<file path="src/rtl/inst_prefetch_queue_pkg.sv">
`default_nettype none
// ============================================================================
// Module   : inst_prefetch_queue_pkg
// Purpose  : Opcodes, fetch FSM state encoding and B/J immediate helpers
//            shared by the prefetch queue and decode.
// Revision : 1.0 - initial release
// ============================================================================
package inst_prefetch_queue_pkg;

  localparam logic [6:0] OPC_BRANCH = 7'b1100011;
  localparam logic [6:0] OPC_JAL    = 7'b1101111;
  localparam logic [6:0] OPC_JALR   = 7'b1100111;

  typedef enum logic [1:0] {
    ST_FETCH = 2'd0,
    ST_FULL  = 2'd1,
    ST_DRAIN = 2'd2,
    ST_HOLD  = 2'd3
  } pfq_state_e;

  function automatic logic [31:0] imm_b(input logic [31:0] inst);
    return {{19{inst[31]}}, inst[31], inst[7], inst[30:25], inst[11:8], 1'b0};
  endfunction

  function automatic logic [31:0] imm_j(input logic [31:0] inst);
    return {{11{inst[31]}}, inst[31], inst[19:12], inst[20], inst[30:21], 1'b0};
  endfunction

endpackage
`default_nettype wire

</file>
<file path="src/rtl/inst_fifo.sv">
`default_nettype none
// ============================================================================
// Module   : inst_fifo
// Purpose  : DEPTH-entry FIFO with flush; head is read combinationally.
// Revision : 1.0 - initial release
// ============================================================================
module inst_fifo #(
  parameter int WIDTH = 65,
  parameter int DEPTH = 4
) (
  input  logic                   clk,
  input  logic                   rst,
  input  logic                   flush,
  input  logic                   push,
  input  logic [WIDTH-1:0]       wdata,
  input  logic                   pop,
  output logic [WIDTH-1:0]       rdata,
  output logic [$clog2(DEPTH):0] count
);

  localparam int AW = $clog2(DEPTH);
  localparam int PW = AW + 1;

  logic [PW-1:0]    wr_ptr_q, wr_ptr_d;
  logic [PW-1:0]    rd_ptr_q, rd_ptr_d;
  logic [WIDTH-1:0] mem_q [DEPTH];
  logic [WIDTH-1:0] mem_d [DEPTH];

  always_comb begin
    wr_ptr_d = wr_ptr_q;
    rd_ptr_d = rd_ptr_q;
    mem_d    = mem_q;
    if (flush) begin
      wr_ptr_d = '0;
      rd_ptr_d = '0;
    end else begin
      if (push) begin
        mem_d[wr_ptr_q[AW-1:0]] = wdata;
        wr_ptr_d                = wr_ptr_q + PW'(1);
      end
      if (pop) begin
        rd_ptr_d = rd_ptr_q + PW'(1);
      end
    end
  end

  always_ff @(posedge clk or negedge rst) begin
    if (!rst) begin
      wr_ptr_q <= '0;
      rd_ptr_q <= '0;
      for (int i = 0; i < DEPTH; i++) begin
        mem_q[i] <= '0;
      end
    end else begin
      wr_ptr_q <= wr_ptr_d;
      rd_ptr_q <= rd_ptr_d;
      mem_q    <= mem_d;
    end
  end

  // Extra pointer bit distinguishes full from empty.
  assign count = wr_ptr_q - rd_ptr_q;
  assign rdata = mem_q[rd_ptr_q[AW-1:0]];

endmodule
`default_nettype wire

</file>
<file path="src/rtl/inst_prefetch_queue.sv">
`default_nettype none
// ============================================================================
// Module   : inst_prefetch_queue
// Purpose  : Instruction fetch front end: one request in flight, prefetch
//            FIFO, redirect/flush; static prediction when
//            INST_PREFETCH_STATIC_PRED_EN is defined.
// Revision : 1.0 - initial release
// ============================================================================
module inst_prefetch_queue #(
  parameter int              XLEN      = 32,
  parameter int              DEPTH     = 4,
  parameter logic [XLEN-1:0] BOOT_ADDR = {XLEN{1'b0}}
) (
  input  logic                   clk,
  input  logic                   rst,
  input  logic                   redirect_en,
  input  logic [XLEN-1:0]        redirect_pc,
  output logic                   mem_req_en,
  output logic [XLEN-1:0]        mem_req_addr,
  input  logic [XLEN-1:0]        mem_rdata,
  input  logic                   mem_ready,
  output logic                   out_valid,
  input  logic                   out_ready,
  output logic [XLEN-1:0]        out_inst,
  output logic [XLEN-1:0]        out_pc,
  output logic                   out_pred_taken,
  output logic [$clog2(DEPTH):0] fifo_count
);

  import inst_prefetch_queue_pkg::*;

  localparam int            CW      = $clog2(DEPTH) + 1;
  localparam int            FW      = 2 * XLEN + 1;
  localparam logic [CW-1:0] DEPTH_C = CW'(DEPTH);

  pfq_state_e      state_q, state_d;
  logic [XLEN-1:0] fetch_pc_q, fetch_pc_d;
  logic            req_en_q, req_en_d;
  logic [XLEN-1:0] req_addr_q, req_addr_d;

  logic            push;
  logic            pop;
  logic            pred_taken;
  logic            is_jalr;
  logic [XLEN-1:0] next_pc;
  logic [CW-1:0]   count_after_pop;
  logic [FW-1:0]   head;

  // Responses during a redirect or while draining are stale and never pushed.
  assign push            = req_en_q & mem_ready & ~redirect_en & (state_q != ST_DRAIN);
  assign pop             = out_valid & out_ready;
  assign out_valid       = (fifo_count != '0);
  assign count_after_pop = fifo_count - CW'(pop);

`ifdef INST_PREFETCH_STATIC_PRED_EN
  always_comb begin
    pred_taken = 1'b0;
    is_jalr    = 1'b0;
    next_pc    = req_addr_q + XLEN'(4);
    case (mem_rdata[6:0])
      OPC_BRANCH: begin
        if (mem_rdata[31]) begin
          pred_taken = 1'b1;
          next_pc    = req_addr_q + XLEN'($signed(imm_b(mem_rdata[31:0])));
        end
      end
      OPC_JAL: begin
        pred_taken = 1'b1;
        next_pc    = req_addr_q + XLEN'($signed(imm_j(mem_rdata[31:0])));
      end
      OPC_JALR: is_jalr = 1'b1;
      default:  ;
    endcase
  end
`else
  assign pred_taken = 1'b0;
  assign is_jalr    = 1'b0;
  assign next_pc    = req_addr_q + XLEN'(4);
`endif

  always_comb begin
    state_d    = state_q;
    fetch_pc_d = fetch_pc_q;
    req_en_d   = req_en_q;
    req_addr_d = req_addr_q;
    if (redirect_en) begin
      fetch_pc_d = redirect_pc;
      if (req_en_q && !mem_ready) begin
        state_d = ST_DRAIN;
      end else begin
        state_d    = ST_FETCH;
        req_en_d   = 1'b1;
        req_addr_d = redirect_pc;
      end
    end else begin
      case (state_q)
        ST_FETCH: begin
          if (req_en_q) begin
            if (mem_ready) begin
              req_en_d   = 1'b0;
              fetch_pc_d = next_pc;
              if (is_jalr) state_d = ST_HOLD;
            end
          end else if (count_after_pop < DEPTH_C) begin
            req_en_d   = 1'b1;
            req_addr_d = fetch_pc_q;
          end else begin
            state_d = ST_FULL;
          end
        end
        ST_FULL: begin
          if (count_after_pop < DEPTH_C) begin
            state_d    = ST_FETCH;
            req_en_d   = 1'b1;
            req_addr_d = fetch_pc_q;
          end
        end
        ST_DRAIN: begin
          // Old address stays on the bus until its response is swallowed.
          if (mem_ready) begin
            state_d    = ST_FETCH;
            req_en_d   = 1'b1;
            req_addr_d = fetch_pc_q;
          end
        end
        ST_HOLD: ;
        default: state_d = ST_FETCH;
      endcase
    end
  end

  always_ff @(posedge clk or negedge rst) begin
    if (!rst) begin
      state_q    <= ST_FETCH;
      fetch_pc_q <= BOOT_ADDR;
      req_en_q   <= 1'b0;
      req_addr_q <= BOOT_ADDR;
    end else begin
      state_q    <= state_d;
      fetch_pc_q <= fetch_pc_d;
      req_en_q   <= req_en_d;
      req_addr_q <= req_addr_d;
    end
  end

  inst_fifo #(
    .WIDTH (FW),
    .DEPTH (DEPTH)
  ) u_fifo (
    .clk   (clk),
    .rst   (rst),
    .flush (redirect_en),
    .push  (push),
    .wdata ({pred_taken, req_addr_q, mem_rdata}),
    .pop   (pop),
    .rdata (head),
    .count (fifo_count)
  );

  assign mem_req_en     = req_en_q;
  assign mem_req_addr   = req_addr_q;
  assign out_pred_taken = head[FW-1];
  assign out_pc         = head[FW-2:XLEN];
  assign out_inst       = head[XLEN-1:0];

endmodule
`default_nettype wire
</file>
<file path="config.mk">
export PLATFORM = sky130hd
export DESIGN_NAME = inst_prefetch_queue
export DESIGN_NICKNAME = d
export VERILOG_FILES = /design/src/rtl/inst_prefetch_queue_pkg.sv /design/src/rtl/inst_fifo.sv /design/src/rtl/inst_prefetch_queue.sv
export SDC_FILE = /design/constraint.sdc
export NUM_CORES = 1
export LEC_CHECK = 0
export CAP_MARGIN = 20
export CELL_PAD_IN_SITES_DETAIL_PLACEMENT = 0
export CELL_PAD_IN_SITES_GLOBAL_PLACEMENT = 1
export CORE_MARGIN = 2
export CORE_UTILIZATION = 47
export DETAILED_ROUTE_END_ITERATION = 12
export GPL_TIMING_DRIVEN = 0
export PLACE_DENSITY_LB_ADDON = 0.12
export SETUP_SLACK_MARGIN = 0.5
export SLEW_MARGIN = 10
export SYNTH_ARGS = -nofsm -noshare
export SYNTH_HDL_FRONTEND = slang
export SYNTH_SLANG_ARGS = --single-unit
</file>
<file path="constraint.sdc">
create_clock -name clk -period 3.02 [get_ports clk]
set_input_delay 0.302 -clock clk [delete_from_list [all_inputs] [get_ports clk]]
set_output_delay 0.302 -clock clk [all_outputs]
set_load 0.005 [all_outputs]
</file>
==> results summary <==
In the routed design, unresolved DRC markers number 0. The slew at the pin with the worst max-slew slack came out at 812 ps. The leading cell type in the layout, fill and taps excluded is sky130_fd_sc_hd__dfrtp_1. After global routing the overflow that remains totals 0. The full die area came out at between 0.03 and 0.04 mm².

Measured along the y axis, the die boundary spans 183 µm. The final cycle utilization of the critical path is 86.6%. Setup violations remaining at the end of the flow were counted as 0. The count of synthesis-stage warnings from yosys is 0. Max-cap violations in this run came to 0. The initial antenna violation count is 0. The placeable core area came out at ~0.031 mm². The maximum cell stage delay along the critical path came out at 550 ps.

The post-synth net total came out at 1148. The run finished with clean final reports. The power density over the cells came out at 1030 mW/mm². For this run, asynchronously set or reset flops after synthesis account for 100%. The via density per instance came out at around 5.5. Derived from the worst setup path, the maximum achievable clock frequency is 382 MHz. Measured along the x axis, the die boundary spans 183 µm. The maximum count of clock buffers along a single path is 3. The cell sitting at the root of the clock tree is a sky130_fd_sc_hd__clkbuf_16. The maximum number of pins on one net before global-route repair is around 110. The remaining antenna violation count came out at 0. On the final layout, the worst clock skew is 16.6 ps.

The initial cell density of the core is between 40% and 50%. The maximum VDD drop is ~0.48 mV. In this run the number of H-tree levels came out at 2. Of all cell types, the one taking the most synthesized area is sky130_fd_sc_hd__dfrtp_1. The first-iteration detailed-routing DRC count came out at 550.

STA classifies the critical path startpoint as a flop. TritonCTS built the clock tree. The average routed wire per standard cell is 21.4 µm. Yosys attributes the largest share of cell area to sky130_fd_sc_hd__dfrtp_1 (55%), sky130_fd_sc_hd__mux2_2 (19%), sky130_fd_sc_hd__mux4_2 (9.6%). The number of iterations in the first detailed-routing pass came out at 5. Walking the worst path, the cells encountered are clkbuf_16 -> buf_12 -> mux4_2 -> clkdlybuf4s50_1.

The top flip-flop cell by instance count after synthesis is sky130_fd_sc_hd__dfrtp_1. The hold violation count in the final report came out at 0. The peak fanout along the critical path is 10. The worst slew margin relative to its limit came out at 45.8%. The total number of nets in the final design came out at 1376. The synthesized design devotes to its leading area cell type between 50% and 60% of total area. The via count of the first global-routing pass is 9954. The count of standard-cell rows is 65. The beginning of the critical path is u_fifo.rd_ptr_q[0]. Setup repair after global routing could not meet its margin everywhere. The critical path is of the reg2out type. After layout, the design draws a total of 19400 µW. The max-slew violation total from the final report is 0. The arrival time at the worst endpoint is between 2000 and 2500 ps.

The shortest clock period the worst path allows after layout came out at about 2600 ps. Clock-pin slew was measured on the worst setup and hold paths at 60 ps. The library cells used most frequently in the layout, excluding fill and tap cells, are sky130_fd_sc_hd__dfrtp_1 (327), sky130_fd_sc_hd__mux2_2 (252), sky130_fd_sc_hd__clkdlybuf4s50_1 (150).

The worst register-to-register path begins at state_q[0]. The slowest stage of the critical path is the sky130_fd_sc_hd__mux4_2 cell. The area growth from synthesis to layout came out at 26.0%.

The top-level I/O count is 171. The total length of routed wires is 36900 µm. The number of distinct library cell variants in the gate-level netlist after synthesis is between 40 and 50. The count of buffers from port buffering is ~170.

The post-synthesis sequential element count came out at 329. The worst setup path is captured at a primary output. The post-route setup TNS came out at 0 ps.

The min-delay analysis places its worst path in the category in2reg. In this run the most critical hold path is launched from redirect_pc[3]. The gate count after technology mapping came out at 1068. The leakage power summed over all cells came out at about 0.0084 µW. The global-route wire length before repair is 58300 µm. Global routing consumed, over all layers together, 22.7% of the routing resources. The number of clock buffers inserted by TritonCTS came out at 38. The weighted congestion at the end of routability-driven global placement came out at 0.787.

Fill cells in the final layout number 2590. For this block, the via count after detailed routing is 9537. The worst path required time is 2720 ps.

The HPWL after detailed placement is approximately 24000 µm. The share of final-layout standard cells stronger than drive strength 1 came out at a little over a third. After synthesis, flip-flops and latches occupy 55.0% of the total area. The number of diodes came out at 0. The source-to-sink clock delay at the later pin of the worst-skew pair came out at around 520 ps. The mean instance size in the synthesized netlist came out at 14.0 µm².

The number of sinks on the clock net came out at 329. The count of flip-flops with a built-in enable after synthesis came out at 0. The post-synth design cell area came out at roughly 0.015 mm².
==> worst max-delay path: cells and delay by family (launching register included) <==
kind	cells	cell delay [ps]
buffers and inverters	3	830
muxes	1	550
DFF	1	410
==> power by group <==
part	internal (µW)	switching, µW
sequential	6270	1090
clock	2790	1790
combinational	4500	2940
total	13600	5830
==> cells by family after synthesis <==
kind of cell / synth area share [%]
multiplexers: 30.0
AND/OR/NAND/NOR: 5.14
buffers and inverters: 2.81
other: 0.0250
adder cells (fa/ha/maj): 0.969
XOR/XNOR: 1.85
flip-flops: 55.0
AO/OA/AOI/OAI: 4.22
==> synthesized netlist by cell type (all sizes together), types with 4 or more instances <==
cell / instances
nor3: 8
nand2: 37
a22oi: 17
ha: 10
dfrtp: 329
nand3: 19
inv: 10
xor2: 25
nand2b: 17
mux4: 64
a31oi: 16
nor2: 54
xnor2: 4
mux2: 252
nand4: 9
and3: 6
clkbuf: 41
o21ai: 31
mux2i: 22
a21oi: 24
buf: 44
o31ai: 8
==> registers in the layout, summed over array words and instances, names as in the netlist <==
signal           flops
mem_req_en           1
u_fifo.wr_ptr_q      3
mem_req_addr        32
state_q              2
fetch_pc_q          32
u_fifo.rd_ptr_q      3
u_fifo.mem_q       256
==> metal layers <==
| layer | vias to the layer above | global-route usage (%) | part of all wire, % | wire length (µm) |
|---|---|---|---|---|
| li1 | 4368 | - | - | - |
| met1 | 4901 | 32.2 | 46 | 16900 |
| met2 | 223 | 37.3 | 48 | 17800 |
| met3 | 45 | 3.23 | 4.2 | 1550 |
| met4 | 0 | 5.77 | 1.9 | 688 |
| met5 | - | 0 | 0 | 0 |
==> layout make-up <==
class                           count  area, µm²  area share (%)
Buffer                             85        528            2.80
Clock buffer                       54       1130            6.01
Clock inverter                     13        123           0.650
Inverter                           10       37.5           0.199
Multi-Input combinational cell    645       6390            33.9
Sequential cell                   329       8240            43.6
Tap cell                          402        503            2.66
Timing Repair Buffer              187       1920            10.2
==> what timing repair did <==
item / in CTS / in global routing
hold buffers: 1 / 0
hold endpoints to repair: 82 / 0
gates cloned: 0 / 1
gates resized for setup: 60 / 26
buffers inserted: 4 / 10
setup endpoints to repair: 254 / 106
pin swaps: 0 / 1
==> worst paths after layout <==
kind | slack (ps) | cells after the start | end
max | 400 | 4 | out_pc[18]
min | 380 | 3 | mem_req_addr[3]
max reg2reg | 650 | 8 | mem_req_addr[24]
min reg2reg | 480 | 2 | u_fifo.mem_q[104]
max in group asynchronous | 1330 | 4 | u_fifo.mem_q[171]
min in group asynchronous | 390 | 2 | u_fifo.mem_q[91]
==> stage by stage <==
step | hold slack (ps) | instances | instance area [µm²] | setup slack, ps | utilization [%]
floorplan | 6.41 | 1068 | 15000 | 871 | -
global placement | 459 | 1639 | 17200 | -13090 | 54.6
detailed placement | 360 | 1642 | 17300 | -85.1 | 54.9
CTS | 360 | 1714 | 18700 | 367 | 59.4
global route | 396 | 1725 | 18900 | 351 | 60.0
finish | 380 | 1725 | 18900 | 404 | 60.0
(Power assumes the default switching activity.)
